### src/rtl/voice_scheduler.sv
// voice_scheduler: polyphonic voice allocator, per-voice ROM slot sequencer and saturating mixer.
// Define VOICE_STEAL_EN to let a press with no free voice steal the oldest active voice.
module voice_scheduler #(
  parameter int NUM_VOICES = 4,
  parameter int NUM_KEYS = 8,
  parameter int ADDR_W = 8,
  parameter int DATA_W = 8,
  parameter int PHASE_W = 16,
  parameter int ROM_LAT = 1
) (
  input  logic                  clk,
  input  logic                  rst_n,
  input  logic [NUM_KEYS-1:0]   keys,
  input  logic                  sample_tick,
  output logic                  rom_en,
  output logic [ADDR_W-1:0]     rom_addr,
  input  logic [DATA_W-1:0]     rom_data,
  output logic [DATA_W-1:0]     mix_out,
  output logic                  mix_valid,
  output logic [NUM_VOICES-1:0] voice_active,
  output logic                  overrun
);
  localparam int KW = NUM_KEYS > 1 ? $clog2(NUM_KEYS) : 1;
  localparam int VW = NUM_VOICES > 1 ? $clog2(NUM_VOICES) : 1;
  localparam int CW = ROM_LAT > 0 ? $clog2(ROM_LAT + 1) : 1;
  localparam int SW = DATA_W + $clog2(NUM_VOICES) + 1;
  localparam int AGE_W = 8;
  localparam logic [1:0] IDLE = 2'd0, SLOT = 2'd1, MIX = 2'd2;
`ifdef VOICE_STEAL_EN
  localparam bit STEAL = 1'b1;
`else
  localparam bit STEAL = 1'b0;
`endif
  localparam logic signed [SW-1:0] MID = SW'(1 << (DATA_W - 1));
  localparam logic signed [SW-1:0] TOP = SW'((1 << DATA_W) - 1);

  function automatic logic [PHASE_W-1:0] inc_of(input logic [KW-1:0] k);
    int i = int'(k);
    return PHASE_W'(i == 0 ? 351 : i == 1 ? 394 : i == 2 ? 442 : i == 3 ? 469 :
                    i == 4 ? 526 : i == 5 ? 591 : i == 6 ? 663 : 702);
  endfunction

  logic [1:0]              state;
  logic [VW-1:0]           slot;
  logic [CW-1:0]           cnt;
  logic signed [SW-1:0]    acc;
  logic [NUM_KEYS-1:0]     keys_q, pend_rel, pend_prs;
  logic [NUM_VOICES-1:0]   v_act;
  logic [KW-1:0]           v_key   [NUM_VOICES];
  logic [PHASE_W-1:0]      v_phase [NUM_VOICES];
  logic [AGE_W-1:0]        v_age   [NUM_VOICES];

  logic [KW-1:0]           rel_k, prs_k, ev_k;
  logic                    ev_valid, ev_rel, hit, free_any;
  logic [VW-1:0]           hit_v, free_v, old_v, tgt_v;
  logic [NUM_KEYS-1:0]     served;
  logic                    do_clear, do_retrig, do_load;

  // One pending event per IDLE cycle: releases before presses, lowest key first
  always_comb begin
    rel_k = '0;
    prs_k = '0;
    hit = 1'b0;
    hit_v = '0;
    free_any = 1'b0;
    free_v = '0;
    old_v = '0;
    for (int i = NUM_KEYS - 1; i >= 0; i--) begin
      if (pend_rel[i]) rel_k = KW'(i);
      if (pend_prs[i]) prs_k = KW'(i);
    end
    ev_rel = |pend_rel;
    ev_k = ev_rel ? rel_k : prs_k;
    ev_valid = state == IDLE && (ev_rel || |pend_prs);
    for (int i = NUM_VOICES - 1; i >= 0; i--) begin
      if (v_act[i] && v_key[i] == ev_k) begin
        hit = 1'b1;
        hit_v = VW'(i);
      end
      if (!v_act[i]) begin
        free_any = 1'b1;
        free_v = VW'(i);
      end
    end
    for (int i = 1; i < NUM_VOICES; i++)
      if (v_age[i] > v_age[old_v]) old_v = VW'(i);
    tgt_v = hit ? hit_v : free_any ? free_v : old_v;
    served = ev_valid ? NUM_KEYS'(1) << ev_k : '0;
    do_clear = ev_valid && ev_rel && hit;
    do_retrig = ev_valid && !ev_rel && hit;
    do_load = ev_valid && !ev_rel && !hit && (free_any || STEAL);
  end

  logic signed [SW-1:0] samp, acc_nxt, sum;
  logic [DATA_W-1:0]    clamped;
  logic                 last_cyc;

  always_comb begin
    last_cyc = cnt == CW'(ROM_LAT);
    samp = $signed(SW'(rom_data)) - MID;
    acc_nxt = v_act[slot] ? acc + samp : acc;
    sum = acc_nxt + MID;
    clamped = sum < 0 ? '0 : sum > TOP ? '1 : DATA_W'(sum);
  end

  assign rom_en = state == SLOT && cnt == '0;
  assign rom_addr = rom_en ? v_phase[slot][PHASE_W-1 -: ADDR_W] : '0;
  assign mix_valid = state == MIX;
  assign voice_active = v_act;

  always_ff @(posedge clk or negedge rst_n) begin
    if (!rst_n) begin
      state <= IDLE;
      slot <= '0;
      cnt <= '0;
      acc <= '0;
      keys_q <= '0;
      pend_rel <= '0;
      pend_prs <= '0;
      v_act <= '0;
      mix_out <= DATA_W'(1 << (DATA_W - 1));
      overrun <= 1'b0;
      for (int i = 0; i < NUM_VOICES; i++) begin
        v_key[i] <= '0;
        v_phase[i] <= '0;
        v_age[i] <= '0;
      end
    end else begin
      keys_q <= keys;
      pend_rel <= (pend_rel & ~(ev_rel ? served : '0)) | (~keys & keys_q);
      pend_prs <= (pend_prs & ~(ev_rel ? '0 : served)) | (keys & ~keys_q);
      if (sample_tick && state != IDLE) overrun <= 1'b1;
      if (do_clear) v_act[tgt_v] <= 1'b0;
      if (do_retrig) v_phase[tgt_v] <= '0;
      for (int i = 0; i < NUM_VOICES; i++) begin
        if (do_load && VW'(i) == tgt_v) begin
          v_act[i] <= 1'b1;
          v_key[i] <= ev_k;
          v_phase[i] <= '0;
          v_age[i] <= '0;
        end else if (do_load && v_act[i] && v_age[i] != '1) begin
          v_age[i] <= v_age[i] + 1'b1;
        end
        if (state == MIX && v_act[i]) v_phase[i] <= v_phase[i] + inc_of(v_key[i]);
      end
      if (state == IDLE && sample_tick) begin
        state <= SLOT;
        slot <= '0;
        cnt <= '0;
        acc <= '0;
      end
      // Every voice gets a fixed ROM_LAT+1 cycle slot so frame timing never depends on activity
      if (state == SLOT) begin
        cnt <= last_cyc ? '0 : cnt + 1'b1;
        if (last_cyc) begin
          acc <= acc_nxt;
          slot <= slot + 1'b1;
          if (slot == VW'(NUM_VOICES - 1)) begin
            state <= MIX;
            mix_out <= clamped;
          end
        end
      end
      if (state == MIX) state <= IDLE;
    end
  end
endmodule

### config.mk
export PLATFORM = sky130hd
export DESIGN_NAME = voice_scheduler
export DESIGN_NICKNAME = d
export VERILOG_FILES = /design/src/rtl/voice_scheduler.sv
export SDC_FILE = /design/constraint.sdc
export NUM_CORES = 1
export LEC_CHECK = 0
export CORE_UTILIZATION = 60
export CTS_BUF_LIST = sky130_fd_sc_hd__clkbuf_4
export DETAILED_ROUTE_END_ITERATION = 10
export PLACE_DENSITY = 0.77
export SLEW_MARGIN = 20
export SYNTH_ARGS = -nofsm -noshare
export SYNTH_HDL_FRONTEND = slang
export SYNTH_SLANG_ARGS = --single-unit
### constraint.sdc
create_clock -name clk -period 7 [get_ports clk]
set_input_delay 1.05 -clock clk [delete_from_list [all_inputs] [get_ports clk]]
set_output_delay 1.05 -clock clk [all_outputs]
set_load 0.02 [all_outputs]
==> metrics.txt <==
DP Wirelength=around 19 mm; final hold vios=0; initial antenna violation count=1; die area=between 15000 and 20000 um2; Leak=5.35 nW; Die W=139 um; DR WL/cell=16.8 um; CTS root buffer=clkbuf_4; P per Cell Area=about 180 nW/um2; period utilisation layout=81.7%; largest delay contributor family on the critical path=compound AO/OA/AOI/OAI gates; first-pass GRT wire length=~45 mm; # resized after CTS=0; share of layout cells above drive strength 1=6.14%; status=complete, but fails checks; Remaining DRCs=6; Final Setup Violations=0; I/O pin cnt=42; hold_ws=0.459 ns; FF-to-FF setup slack=between 1 and 1.5 ns; Setup TNS=0 ns; Synth Flop Type=dfrtp_1; CTS sink count=approximately 160; crit path kind=reg2reg; Max VDD drop=0.000103 V; Slew Limit Fails=0; Post-Syn Area=11200 um2; # port buffers=41; CTS tree=built; Max Fclk=around 170 MHz; total core area=between 15000 and 20000 um2; Multi-input gate area=6740 um2; clock-pin slew on the worst setup and hold paths=0.15 ns; DR vias=9715; hold wc startpoint=keys_q[6]; fin nets=between 1000 and 1500; total of max-cap violations=0; most frequent cells in the layout=dfrtp_1 (160), nor2_1 (152), nand2_1 (127); Max-slew headroom=31.9%; CP Capture Type=flop; DRT iter0 DRCs=approximately 760; gpl congestion=around 0.85; post-route minimum period=5.72 ns; Clk Latency, worst-skew pair=approximately 0.57 ns; ys async rst share=100%; Routed Antenna Nets=0; Yosys reg bits=161; Distinct cells, synth=80; WHS Endpoint=pend_prs[6]; chip height=139 um; Crit-path slowest cell=a211oi_2; Initial Util=61.9%; CTS hold repair buffers=0; Syn Nets=1407; Finished Layout Cells=1566; R2R cell count=24; setup repair after global routing missed its margin=no; grt ovf=0; sequential area share after synthesis=35.9%; GRT Total Usage=28.8%; cell count after synthesis=1302; number of CTS-inserted buffers=17; DR vias/cell=6.20; final wirelength=26.2 mm; failing checks=design-rule violations; Setup Fix Bufs, Post-CTS=0; Slew @ Worst Pin=1.01 ns; crit-path cells=ha_1, nor2b_1, o211ai_1, a21oi_1, o22ai_1, buf_4, mux2i_1, ha_1, nor2b_1, o211ai_1, a21oi_1, o22ai_1, buf_4, mux2_2, ha_1, nor2b_1, o211ai_1, a21oi_1, o22ai_1, o21ai_0, nand3_1, or3_1, a211oi_2, o21ai_1; startpoint types=flop; placed cells=1533; R2R Path Start=v_age[17]; largest net degree at the start of global routing=slightly above 100; 1st-pass router iterations=9; Worst Skew=0.0246 ns; critical path depth=24; WP data arrival=6.15 ns; Sequential cell area=4030 um2; Critical Path Max Stage Delay=around 0.73 ns; FF-to-FF End=v_phase[42]; most common cell after layout, fill and taps aside=dfrtp_1; Synth Area per Inst=roughly 8.6 um2; Bufs and invs on worst path=2; fill count=1548; synth-to-layout area growth=7.92%; vias in the first global route=9345; clk buf depth=2; YS warnings=0; Placement Rows=49; critical path peak fanout=17; number of synthesized flops with an enable pin=0; H-tree depth=4; hold path depth=1; CP required=7.43 ns; worst hold path type=reg2reg
-- power breakdown --
part | total, mW | switching [mW] | internal (mW)
registers | 1.05 | 0.0733 | 0.980
clock network | 0.623 | 0.331 | 0.292
logic | 0.470 | 0.283 | 0.186
total | 2.15 | 0.687 | 1.46
-- flip-flops by register name, summed over array words and instances (netlist names), named ones only --
name and count:
overrun 1, v_age 32, slot 2, acc 11
pend_prs 8, mix_out 8, cnt 1, v_phase 64
v_key 12, state 2, pend_rel 8, keys_q 8
-- metrics by stage --
stage	instance area, um2	power [mW]	util [%]	setup WS [ns]
final	12100	2.15	66.8	1.28
after global routing	12100	2.26	66.8	0.833
after CTS	12100	2.16	66.8	1.31
after detailed placement	11800	1.54	65.0	1.37
after global placement	11800	1.53	65.0	1.53
after floorplan	11200	1.37	-	1.65
-- routing by layer --
metal	share of wire (%)	track usage [%]
met1	46	39.1
met2	47	47.6
met3	5.2	4.70
met4	1.6	8.65
met5	0	0
-- cell type report --
cell class	instances	share of cell area (%)
repair buffers	53	4.14
clock inverters	12	1.37
multi-input cells	1026	55.6
well taps	229	2.36
diodes	1	0.0206
flip-flops and latches	161	33.3
clock buffers	20	1.24
inverters	64	1.98
-- kinds of logic (layout without fill, tap and decap cells) --
kind of cell / after synthesis / after routing / synth area share [%]
AOI/OAI and AO/OA: 348 / 348 / 20.0
xor gates and xnor gates: 82 / 82 / 6.40
adders and majority gates: 86 / 86 / 9.92
buffers and inverters: 115 / 149 / 4.08
DFF: 161 / 161 / 35.9
muxes: 23 / 23 / 3.18
other: 0 / 1 / 0
and+or+nand+nor: 487 / 487 / 20.6
-- worst reg2reg max path, delay by kind of cell (launching register included) --
family | cells | cell delay, ns
AOI/OAI and AO/OA | 12 | 2.34
and+or+nand+nor | 5 | 0.95
adders and majority gates | 3 | 0.82
muxes | 2 | 0.62
DFF | 1 | 0.45
buffers and inverters | 2 | 0.44
-- cells in the mapped netlist, drive strengths merged, types with 4 or more instances --
cell      n  area, um2
dfrtp   160       4000
nor2    152        571
nand2   127        477
o21ai   119        599
a21oi    91        467
ha       81       1010
inv      64        240
xnor2    64        561
nand3    52        265
nor3     52        260
clkbuf   37        139
nor2b    25        156
nand4    19        119
xor2     18        158
a31oi    17        106
nor4     17        153
a21o     16        120
a22o     14        123
buf      14       78.8
mux2i    12        120
a211oi   10       80.1
mux4     10        225
o211ai    8       60.1
o21a      8       60.1
o21bai    8       60.1
o22ai     7       43.8
a221oi    6       93.8
and2      6       37.5
and3      6       37.5
nand2b    6       37.5
or2       6       37.5
fa        5        100
o31ai     5       37.5
a41oi     4       35.0
nor4b     4       35.0
-- how the worst max path moves through the flow --
stage | startpoint | slack [ns] | to
after floorplan | v_age[17] | 1.65 | v_phase[50]
after global placement | v_age[17] | 1.53 | v_phase[42]
after detailed placement | v_age[17] | 1.37 | v_phase[42]
after CTS | v_age[17] | 1.31 | v_phase[42]
after global routing | v_age[17] | 0.83 | v_phase[42]
final | v_age[17] | 1.28 | v_phase[42]
(Power assumes the default switching activity.)
